File: src/rtl/alu_uart_interface_pkg.sv
// Shared types and constants for the ALU <-> UART frame bridge.
// Also holds the ALU opcode map used by the ALU and its drivers.
package alu_uart_interface_pkg;

  typedef enum logic [2:0] {
    RX_A,
    RX_B,
    RX_OP,
    RX_SHIFT,
    EXEC,
    TX_LOAD,
    TX_WAIT
  } state_t;

  localparam int RX_FRAME_BYTES = 10;
  localparam int TX_FRAME_BYTES = 5;

  localparam logic [5:0] OP_SLL = 6'h00;
  localparam logic [5:0] OP_SRL = 6'h02;
  localparam logic [5:0] OP_SRA = 6'h03;
  localparam logic [5:0] OP_ADD = 6'h20;
  localparam logic [5:0] OP_SUB = 6'h22;
  localparam logic [5:0] OP_AND = 6'h24;
  localparam logic [5:0] OP_OR  = 6'h25;
  localparam logic [5:0] OP_XOR = 6'h26;
  localparam logic [5:0] OP_NOR = 6'h27;
  localparam logic [5:0] OP_SLT = 6'h2a;

endpackage

File: src/rtl/alu_uart_interface.sv
// Collects an operand/op/shift frame from the UART, runs the ALU once,
// then streams the result bytes and a zero-status byte back out.
module alu_uart_interface
  import alu_uart_interface_pkg::*;
#(
  parameter int BITS_SIZE  = 32,
  parameter int BITS_DATA  = 8,
  parameter int BITS_OP    = 6,
  parameter int BITS_SHAMT = 5
) (
  input  logic                  i_clk,
  input  logic                  i_reset,
  input  logic [BITS_DATA-1:0]  i_rx_data,
  input  logic                  i_rx_done,
  input  logic                  i_tx_done,
  input  logic [BITS_SIZE-1:0]  i_alu_result,
  input  logic                  i_alu_zero,
  output logic [BITS_SIZE-1:0]  o_data_a,
  output logic [BITS_SIZE-1:0]  o_data_b,
  output logic [BITS_OP-1:0]    o_op,
  output logic [BITS_SHAMT-1:0] o_alu_shamt,
  output logic                  o_flag_shamt,
  output logic [BITS_DATA-1:0]  o_tx_data,
  output logic                  o_tx_start
);

  localparam int NB = BITS_SIZE / BITS_DATA;
  localparam int CW = $clog2(NB + 1);

  state_t                r_state;
  state_t                w_next;
  logic [CW-1:0]         r_byte_cnt;
  logic [BITS_SIZE-1:0]  r_data_a;
  logic [BITS_SIZE-1:0]  r_data_b;
  logic [BITS_OP-1:0]    r_op;
  logic [BITS_SHAMT-1:0] r_shamt;
  logic                  r_flag;
  logic [BITS_SIZE-1:0]  r_result;
  logic                  r_zero;
  logic                  w_last_rx;
  logic                  w_last_tx;
  logic [NB:0][BITS_DATA-1:0] w_tx_bytes;

  assign w_last_rx = (r_byte_cnt == CW'(NB - 1));
  assign w_last_tx = (r_byte_cnt == CW'(NB));

  always_ff @(posedge i_clk) begin
    if (i_reset) r_state <= RX_A;
    else         r_state <= w_next;
  end

  always_comb begin
    w_next = r_state;
    case (r_state)
      RX_A:     if (i_rx_done && w_last_rx) w_next = RX_B;
      RX_B:     if (i_rx_done && w_last_rx) w_next = RX_OP;
      RX_OP:    if (i_rx_done) w_next = RX_SHIFT;
      RX_SHIFT: if (i_rx_done) w_next = EXEC;
      EXEC:     w_next = TX_LOAD;
      TX_LOAD:  w_next = TX_WAIT;
      TX_WAIT:
        if (i_tx_done) w_next = w_last_tx ? RX_A : TX_LOAD;
      default:  w_next = RX_A;
    endcase
  end

  // byte_cnt indexes operand bytes on RX and the outgoing byte on TX
  always_ff @(posedge i_clk) begin
    if (i_reset) begin
      r_byte_cnt <= '0;
      r_data_a   <= '0;
      r_data_b   <= '0;
      r_op       <= '0;
      r_shamt    <= '0;
      r_flag     <= 1'b0;
      r_result   <= '0;
      r_zero     <= 1'b0;
    end else begin
      case (r_state)
        RX_A: if (i_rx_done) begin
          r_data_a[r_byte_cnt*BITS_DATA +: BITS_DATA] <= i_rx_data;
          r_byte_cnt <= w_last_rx ? '0 : r_byte_cnt + 1'b1;
        end
        RX_B: if (i_rx_done) begin
          r_data_b[r_byte_cnt*BITS_DATA +: BITS_DATA] <= i_rx_data;
          r_byte_cnt <= w_last_rx ? '0 : r_byte_cnt + 1'b1;
        end
        RX_OP: if (i_rx_done) r_op <= i_rx_data[BITS_OP-1:0];
        RX_SHIFT: if (i_rx_done) begin
          r_flag  <= i_rx_data[7];
          r_shamt <= i_rx_data[BITS_SHAMT-1:0];
        end
        EXEC: begin
          r_result   <= i_alu_result;
          r_zero     <= i_alu_zero;
          r_byte_cnt <= '0;
        end
        TX_WAIT: if (i_tx_done)
          r_byte_cnt <= w_last_tx ? '0 : r_byte_cnt + 1'b1;
        default: ;
      endcase
    end
  end

  assign w_tx_bytes   = {{(BITS_DATA-1){1'b0}}, r_zero, r_result};
  assign o_tx_data    = w_tx_bytes[r_byte_cnt];
  assign o_tx_start   = (r_state == TX_LOAD);
  assign o_data_a     = r_data_a;
  assign o_data_b     = r_data_b;
  assign o_op         = r_op;
  assign o_alu_shamt  = r_shamt;
  assign o_flag_shamt = r_flag;

endmodule

File: config.mk
export PLATFORM = sky130hd
export DESIGN_NAME = alu_uart_interface
export DESIGN_NICKNAME = d
export VERILOG_FILES = /design/src/rtl/alu_uart_interface_pkg.sv /design/src/rtl/alu_uart_interface.sv
export SDC_FILE = /design/constraint.sdc
export NUM_CORES = 1
export LEC_CHECK = 0
export BUFFER_PORTS_ARGS = -buffer_cell sky130_fd_sc_hd__buf_4
export CAP_MARGIN = 10
export CORE_ASPECT_RATIO = 2
export CORE_MARGIN = 10
export CORE_UTILIZATION = 50
export DETAILED_ROUTE_END_ITERATION = 10
export GPL_ROUTABILITY_DRIVEN = 0
export PLACE_DENSITY_LB_ADDON = 0.2
export SKIP_LAST_GASP = 1
export SLEW_MARGIN = 20
export SYNTH_ARGS = -nofsm -noshare
export SYNTH_HDL_FRONTEND = slang
export SYNTH_SLANG_ARGS = --single-unit
File: constraint.sdc
create_clock -name i_clk -period 3.9 [get_ports i_clk]
set_input_delay 0.78 -clock i_clk [delete_from_list [all_inputs] [get_ports i_clk]]
set_output_delay 0.78 -clock i_clk [all_outputs]
set_load 0.02 [all_outputs]
==> results of run 1 <==
## cell families (layout without fill, tap and decap cells)
logic type / after synthesis / count (layout)
and+or+nand+nor: 225 / 225
DFF: 115 / 115
AOI/OAI and AO/OA: 98 / 98
muxes: 53 / 53
buffers and inverters: 49 / 169
adders and majority gates: 9 / 9
xor gates and xnor gates: 1 / 1
## power breakdown
| group | switching [mW] | internal (mW) | leakage (nW) | total, mW |
|---|---|---|---|---|
| Clock | 0.515 | 0.963 | 0.278 | 1.48 |
| Sequential | 0.00563 | 1.18 | 0.927 | 1.19 |
| Combinational | 0.0998 | 0.0667 | 1.41 | 0.167 |
| Total | 0.621 | 2.21 | 2.62 | 2.83 |
## layout make-up
cell class	instances	area, µm²	share of cell area (%)
inverters	5	18.77	0.2957
flip-flops and latches	115	2302	36.27
well taps	104	130.1	2.050
repair buffers	133	1013	15.97
clock inverters	10	108.9	1.715
clock buffers	21	460.4	7.254
multi-input cells	386	2313	36.45
## metrics by stage
stage | hold WS [ns] | worst slack, ns
after detailed placement | 0.4459 | 1.007
after global placement | 0.4401 | 1.177
final | 0.4514 | 0.9408
after floorplan | 0.4331 | 1.060
after global routing | 0.4754 | 0.7223
after CTS | 0.4532 | 0.9444
## metal layers
metal,vias to the layer above,GRT usage [%],wire length [µm]
li1,2084,-,-
met1,2000,20.06,4882
met2,135,36.60,7907
met3,19,5.732,751
met4,0,7.424,291
met5,-,0,0
## placed cells by master (no fill, tap or decap), types with 2 or more instances in the layout
cell type / Yosys / routed
a211oi_1: 2 / 2
a21o_1: 2 / 2
a21oi_1: 71 / 71
and2_1: 7 / 7
and3_1: 3 / 3
buf_4: 1 / 130
buf_6: 2 / 2
bufinv_16: 0 / 2
clkbuf_1: 29 / 2
clkbuf_16: 0 / 17
clkbuf_8: 0 / 2
clkinv_2: 0 / 5
clkinvlp_4: 0 / 2
dfxtp_1: 115 / 115
ha_1: 9 / 9
inv_1: 4 / 4
mux2i_1: 45 / 45
mux4_2: 8 / 8
nand2_1: 98 / 98
nand2b_1: 4 / 4
nand3_1: 36 / 36
nand3b_1: 2 / 2
nor2_1: 57 / 57
nor2b_1: 2 / 2
nor3_4: 2 / 2
o21ai_0: 19 / 19
## state kept, by name, indices dropped and copies added (netlist names)
signal and cells:
o_data_a 32, o_data_b 32, r_result 32, o_op 6, o_alu_shamt 5, r_byte_cnt 3, r_state 3, o_flag_shamt 1
r_zero 1
## path summary, 6_finish.rpt
kind | cells past startpoint | slack (ns) | to | startpoint
setup / recovery | 6 | 0.94 | o_data_b[7]$_SDFFE_PP0P_ | r_byte_cnt[2]$_SDFFE_PP0P_
setup reg to reg | 6 | 0.94 | o_data_b[7]$_SDFFE_PP0P_ | r_byte_cnt[2]$_SDFFE_PP0P_
hold / removal | 2 | 0.45 | r_result[24]$_SDFFE_PP0N_ | r_result[24]$_SDFFE_PP0N_
hold reg to reg | 2 | 0.45 | r_result[24]$_SDFFE_PP0N_ | r_result[24]$_SDFFE_PP0N_
## worst min-delay path, stage by stage (launching register included)
cell	delay, ns
dfxtp_1	0.30
nand2_1	0.05
a21oi_1	0.05
==> flow_summary.yaml, run 1 <==
drt:
  drtIter0Drc: 254
  drtAntennaViolNets: 0
  via_per_inst: 5.475
  num_vias: 4238
  routedWlPerCell_um: 17.87
  drc: 0
  dr.pass1.iters: 4
  routed_wl_mm: 13.83
logic_synthesis:
  yosysTopAreaCellShare_pct: 47.71
  syn_area_per_cell_um2: 8.774
  synth.most_common_cell: "dfxtp_1"
  synth_top_family_by_area: "simple AND/OR/NAND/NOR gates"
  postSynth.asyncResetShare_pct: 0
  synth_largest_area_cell: "dfxtp_1"
  ys_top_cells_by_count: "dfxtp_1 (115), nand2_1 (98), a21oi_1 (71)"
  synth_cell_types: 42
  synthSimpleGateAreaFrac_pct: 21.57
  synth-main-ff-cell: "dfxtp_1"
  synth_area_leaders: "dfxtp_1 (48%), mux2i_1 (9.3%), nand2_1 (7.6%)"
  synth_warnings: 0
  syn-cell-area_um2: 4826
  synth_nets: 604
  synth_edf_count: 0
  synthAdderAreaFrac_pct: 2.333
  synthCells: 550
  yosys_register_bits: 115
  synth-xor-area-share_pct: 0.1815
  synth_seq_area_share_pct: 47.71
  synth_compound_area_share_pct: 10.66
  synthMuxAreaShare_pct: 13.07
timing:
  slew_viol_final: 0
  setup-tns-final_ns: 0
  max_freq_mhz: 337.9
  worst_slew_pin_slew_ns: 0.9698
  hold_viol: 0
  clock_skew_ns: 0.009734
  rsz0062_at_grt: "no"
  timing.final.crit_share_pct: 75.88
  final.min_clock_period_ns: 2.959
  slew_headroom_pct: 35.11
  setup_violations: 0
floorplanning:
  rows: 50
  chipHeight_um: 158.9
  start_util_pct: 51.43
  die_w_um: 89.47
  coreArea_um2: 9384
  dieArea_um2: 14220
  io_pins: 130
place:
  place_area_um2: 5774
  port_buffers: 129
  dp.cells: 743
  hpwl_mm: 10.20
cts:
  cts_tree: "built"
  worst_skew_pair.late_latency_ns: 0.41
  postCtsResizedCells: 0
  cts_root_buffer: "clkbuf_16"
  clk_path_buf_depth: 2
  cts_buffers: 17
  ctsHoldBuffers: 0
  htreeDepth: 4
  cts.sinks: 115
  cts.clk_slew.worst_paths_ns: 0.05
  cts_setup_buffers: 0
worst_hold_path:
  hold_class: "flop to flop"
grt:
  grt_pass1_vias: 4329
  grt-ovfl-total: 0
  antenna_found_initial: 0
  grt_pass1_wl_mm: 22.22
  grt_usage_pct: 20.01
  grt_max_degree: 116
layout:
  stdcell_count: 774
  areaGrowthSynthToFinish_pct: 31.53
  n_fill_cell: 773
  antennaDiodeCount: 0
  drive_gt1_share_pct: 26.57
  layout.nets: 712
  final_util_pct: 67.64
  fin_area_um2: 6347
power_and_ir_drop:
  p_per_area_nw_per_um2: 446.4
  vdd_drop_max_uv: 400.3
  power_mw: 2.833
  power_leakage_nw: 2.620
setup_path:
  slowest_stage: "nor4b_1"
  cp.arrival_ns: 3.22
  worst_path_largest_cell_delay_ns: 0.59
  worstPathRequired_ns: 4.16
  worstPathCellList: "clkinv_1 > ha_1 > nor4b_1 > nand4_2 > mux2i_1 > nor2_1"
  cp-end-kind: "flop"
  crit_family: "simple AND/OR/NAND/NOR gates"
  path_max_fanout: 13
  cp-start-kind: "flop"
  worst-setup-path-type: "flop to flop"
  cp_num_buf_inv: 1
status:
  status: "finished, final reports clean"
run:
  max_cap_violations: 0
Power figures use the tool's default switching activity.
==> run 2, diff against run 1 <==
clock period = 3.1 ns   (was 3.9 ns; I/O delays follow)
==> run 2 against run 1 <==
Via count barely moved. Hold slack improved by 0.0012 ns. Clock power rose by 30%. Global-route usage fell by 0.34 points. Clock skew rose by 0.0012 ns. Critical path depth did not move. Critical endpoint is now o_data_b[0]$_SDFFE_PP0P_. Largest power group unchanged.
==> flow_summary.yaml, run 2 (same netlist as run 1, synthesis figures left out) <==
status:
  status: "finished, final reports clean"
timing:
  whs_ns: 0.4525
  slew_headroom_pct: 44.10
  timing.final.crit_share_pct: 86.32
  max_freq_mhz: 373.7
  clock_skew_ns: 0.01092
  rsz0062_at_grt: "no"
  setup_slack_ns: 0.4240
  hold_viol: 0
  worst_slew_pin_slew_ns: 0.8374
  slew_viol_final: 0
  setup-tns-final_ns: 0
  final.min_clock_period_ns: 2.676
  setup_violations: 0
layout:
  layout.nets: 716
  areaGrowthSynthToFinish_pct: 32.38
  drive_gt1_share_pct: 27.00
  fin_area_um2: 6389
  antennaDiodeCount: 0
  most-common-layout-cells: "buf_4 (136), dfxtp_1 (115), nand2_1 (98)"
  final_common_cell: "buf_4"
  stdcell_count: 778
place:
  dp.cells: 747
  place_area_um2: 5806
  port_buffers: 129
  dp_slack_ns: 0.4745
  hpwl_mm: 9.931
drt:
  drc: 0
  num_vias: 4236
  routedWlPerCell_um: 17.53
  routed_wl_mm: 13.64
  drtAntennaViolNets: 0
  via_per_inst: 5.445
  drtIter0Drc: 261
  dr.pass1.iters: 4
cts:
  cts_tree: "built"
  cts_buffers: 17
  worst_skew_pair.late_latency_ns: 0.41
  clk_path_buf_depth: 2
  postCtsResizedCells: 0
  ctsHoldBuffers: 0
  htreeDepth: 4
  cts.sinks: 115
  cts_root_buffer: "clkbuf_16"
  cts_setup_buffers: 0
  cts.clk_slew.worst_paths_ns: 0.05
power_and_ir_drop:
  seq_power_share_pct: 41.1
  power_leakage_nw: 2.648
  vdd_drop_max_uv: 431.6
  power_frac_clock_pct: 53.0
  p_per_area_nw_per_um2: 569.7
  internal_power_mw: 2.846
  p_comb_share_pct: 6.0
  p_switching_mw: 0.7940
  switching_share_pct: 21.81
floorplanning:
  chipHeight_um: 158.9
  start_util_pct: 51.43
  io_pins: 130
  die_w_um: 89.47
  rows: 50
  dieArea_um2: 14220
  coreArea_um2: 9384
setup_path:
  cp-startpoint: "r_byte_cnt[2]$_SDFFE_PP0P_"
  worst-setup-path-type: "flop to flop"
  cp-end-kind: "flop"
  worstPathCellList: "clkinv_1 > ha_1 > nor4b_1 > nand4_2 > mux2i_1 > nor2_1"
  cp.arrival_ns: 2.95
  cp-start-kind: "flop"
  r2r-start: "r_byte_cnt[2]$_SDFFE_PP0P_"
  slowest_stage: "nor4b_1"
  reg2reg_to: "o_data_b[0]$_SDFFE_PP0P_"
  path_max_fanout: 13
  worstPathRequired_ns: 3.37
  rrSetupSlack_ns: 0.42
  rr_worst_depth: 6
  worst_path_largest_cell_delay_ns: 0.56
grt:
  grt_pass1_wl_mm: 21.87
  antenna_found_initial: 0
  grt_usage_pct: 19.66
  grt-ovfl-total: 0
  grt_pass1_vias: 4279
  grt_max_degree: 69
worst_hold_path:
  hold_class: "flop to flop"
  whs_path_depth: 2
  min_to: "o_data_a[8]$_SDFFE_PP0P_"
  holdCritStartpoint: "o_data_a[8]$_SDFFE_PP0P_"
run:
  max_cap_violations: 0
[run 2: cell count changes in the layout (fill, tap and decap cells not counted)]
cell	previous run	this run
buf_4	130	136
buf_6	2	0
buf_12	0	1
buf_8	1	0
bufinv_16	2	3
clkbuf_8	2	1
clkinv_2	5	6
clkinvlp_4	2	1
[run 2: layout make-up]
type,count,area [µm²]
Timing Repair Buffer,137,1041
Clock buffer,20,446.7
Sequential cell,115,2302
Clock inverter,11,136.4
Multi-Input combinational cell,386,2313
Inverter,5,18.77
Fill cell,794,2995
Tap cell,104,130.1
[run 2: how the worst max path moves through the flow]
stage,slack [ns],end,depth (start not counted)
CTS,0.42,o_data_b[0]$_SDFFE_PP0P_,6
detailed placement,0.47,o_data_b[1]$_SDFFE_PP0P_,6
finish,0.42,o_data_b[0]$_SDFFE_PP0P_,6
global placement,0.65,o_data_b[6]$_SDFFE_PP0P_,6
floorplan,0.26,o_data_b[0]$_SDFFE_PP0P_,10
global route,0.12,o_data_b[0]$_SDFFE_PP0P_,6
[run 2: metrics by stage]
stage | util, % | total power, mW
2_1_floorplan | - | 1.654
3_3_place_gp | 61.87 | 1.736
3_5_place_dp | 61.87 | 1.742
4_1_cts | 68.08 | 3.660
5_1_grt | 68.08 | 3.745
6_report | 68.08 | 3.640
[run 2: critical path, delay by kind of cell (launching register included)]
| family | cells | cell delay (ns) |
|---|---|---|
| AND/OR/NAND/NOR | 3 | 1.04 |
| flip-flops | 1 | 0.55 |
| adder cells (fa/ha/maj) | 1 | 0.42 |
| multiplexers | 1 | 0.34 |
| buffers and inverters | 1 | 0.18 |
[run 2: per-layer routing]
layer  global-route usage, %  routed length [µm]  up-vias
li1                        -                   -     2092
met2                   35.94                7785      122
met3                   5.425                 707       22
met5                       0                   0        -
met1                   19.47                4876     2000
met4                   8.224                 273        0
[run 2: power by group through the flow]
stage	clock (mW)	sequential, mW	combinational [mW]
2_1_floorplan	0	1.53	0.124
3_3_place_gp	0	1.53	0.210
3_5_place_dp	0	1.53	0.216
4_1_cts	1.95	1.50	0.217
5_1_grt	2.01	1.50	0.237
6_report	1.93	1.50	0.217
==> run 3, diff against run 2 <==
ABC_CLOCK_PERIOD_IN_PS = 3100   (was default)
CORE_UTILIZATION = 25   (was 50)
==> run 3 against run 2 <==
Hold slack worse by 0.00089 ns. Clock skew rose by 0.00058 ns. Core utilization down 33 points. Die area grew 80%. Fmax increased by 5.3%. Count of clock-buffer cells in the layout fell by 2. Setup slack improved by 0.13 ns. Total power grew 6.5%. Sequential power about the same. Wire length rose by 17%. First-iteration DRC count fell by 35%. Flip-flop and latch count did not move. Critical path type is now flop to primary output. Largest power group unchanged.
==> flow_summary.yaml, run 3 (same netlist as run 1, synthesis figures left out) <==
grt:
  grt_pass1_wl_mm: 25.00
  grt-ovfl-total: 0
  grt_usage_pct: 12.39
  grt_max_degree: 62
  antenna_found_initial: 0
  grt_pass1_vias: 4323
run:
  max_cap_violations: 0
setup_path:
  crit_family: "multiplexers"
  cp-start-kind: "flop"
  worstPathCellList: "buf_4 > mux4_2 > and2_1 > buf_4"
  cp_num_buf_inv: 2
  slowest_stage: "mux4_2"
  rr_worst_depth: 6
  path_max_fanout: 17
  cp-end-kind: "primary output"
  crit_end: "o_tx_data[6]"
  worst_path_largest_cell_delay_ns: 0.57
  r2r-start: "r_byte_cnt[2]$_SDFFE_PP0P_"
  cp.arrival_ns: 1.92
  reg2reg_to: "o_data_b[4]$_SDFFE_PP0P_"
  rrSetupSlack_ns: 0.59
  cp-startpoint: "r_byte_cnt[0]$_SDFFE_PP0P_"
  cp.depth: 4
  crit_top_cell: "buf_4"
  worstPathRequired_ns: 2.48
  worst-setup-path-type: "flop to primary output"
timing:
  timing.final.crit_share_pct: 81.97
  rsz0062_at_grt: "no"
  setup_slack_ns: 0.5589
  slew_viol_final: 0
  setup-tns-final_ns: 0
  whs_ns: 0.4516
  slew_headroom_pct: 46.31
  clock_skew_ns: 0.01150
  setup_violations: 0
  worst_slew_pin_slew_ns: 0.8019
  final.min_clock_period_ns: 2.541
  max_freq_mhz: 393.5
  hold_viol: 0
layout:
  final_common_cell: "buf_4"
  antennaDiodeCount: 0
  most-common-layout-cells: "buf_4 (136), dfxtp_1 (115), nand2_1 (98)"
  areaGrowthSynthToFinish_pct: 37.72
  fin_area_um2: 6646
  layout.nets: 716
  drive_gt1_share_pct: 27.41
power_and_ir_drop:
  p_switching_mw: 0.9071
  switching_share_pct: 23.39
  p_per_area_nw_per_um2: 583.5
  internal_power_mw: 2.971
  power_frac_clock_pct: 55.8
  power_mw: 3.878
  seq_power_share_pct: 38.5
  power_leakage_nw: 2.681
  vdd_drop_max_uv: 368.4
  p_comb_share_pct: 5.7
floorplanning:
  rows: 71
  start_util_pct: 25.50
  coreArea_um2: 18920
  io_pins: 130
  dieArea_um2: 25600
  die_w_um: 118.2
  chipHeight_um: 216.5
drt:
  drtAntennaViolNets: 0
  routedWlPerCell_um: 17.21
  dr.pass1.iters: 4
  routed_wl_mm: 16.00
  drtIter0Drc: 170
  num_vias: 4250
  via_per_inst: 4.570
  drc: 0
cts:
  ctsHoldBuffers: 0
  postCtsResizedCells: 0
  htreeDepth: 4
  worst_skew_pair.late_latency_ns: 0.41
  cts.sinks: 115
  cts_tree: "built"
  clk_path_buf_depth: 2
  cts_buffers: 17
  cts_setup_buffers: 0
  cts_root_buffer: "clkbuf_16"
  cts.clk_slew.worst_paths_ns: 0.06
worst_hold_path:
  whs_path_depth: 2
  holdCritStartpoint: "r_result[20]$_SDFFE_PP0N_"
  hold_class: "flop to flop"
place:
  dp_slack_ns: 0.5745
  place_area_um2: 5995
  hpwl_mm: 11.97
  port_buffers: 129
status:
  status: "finished, final reports clean"
-- run 3: changes by cell type in the layout (fill, tap and decap cells not counted), sizes merged --
cell	delta
bufinv	+1
clkbuf	-2
clkinv	-5
clkinvlp	-1
inv	+8
-- run 3: how the worst min path moves through the flow --
stage / end / slack (ns)
2_1_floorplan: r_result[16]$_SDFFE_PP0N_ / 0.43
3_3_place_gp: r_result[29]$_SDFFE_PP0N_ / 0.44
3_5_place_dp: r_result[20]$_SDFFE_PP0N_ / 0.45
4_1_cts: r_result[29]$_SDFFE_PP0N_ / 0.44
5_1_grt: r_result[6]$_SDFFE_PP0N_ / 0.45
6_report: r_result[20]$_SDFFE_PP0N_ / 0.45
-- run 3: through the flow --
| step | util (%) | instances |
|---|---|---|
| floorplan | - | 550 |
| global placement | 31.68 | 898 |
| detailed placement | 31.68 | 898 |
| CTS | 35.13 | 930 |
| global route | 35.13 | 930 |
| finish | 35.13 | 930 |
-- run 3: final cells by class --
class / count / area (µm²)
well taps: 255 / 319.1
inverters: 5 / 18.77
clock buffers: 18 / 439.2
repair buffers: 137 / 1041
fillers: 1935 / 12280
flip-flops and latches: 115 / 2302
multi-input cells: 386 / 2313
clock inverters: 14 / 212.7
-- run 3: power by group through the flow --
stage | clock network [mW] | registers [mW] | logic (mW)
3_3_place_gp | 0 | 1.52 | 0.222
3_5_place_dp | 0 | 1.52 | 0.225
2_1_floorplan | 0 | 1.53 | 0.124
4_1_cts | 2.21 | 1.49 | 0.226
5_1_grt | 2.29 | 1.49 | 0.244
6_report | 2.16 | 1.49 | 0.223
-- run 3: tightest hold or removal path, stage by stage, from the launching register on --
cell and delay (ns):
dfxtp_1 0.31, nand2_1 0.05, a21oi_1 0.05
-- run 3: layer usage --
| layer | vias to the layer above | track usage [%] | share of wire [%] |
|---|---|---|---|
| met4 | 0 | 4.225 | 1.1 |
| met1 | 2014 | 12.48 | 37 |
| met5 | - | 0 | 0 |
| met2 | 128 | 23.57 | 56 |
| met3 | 9 | 3.437 | 5.4 |
| li1 | 2099 | - | - |
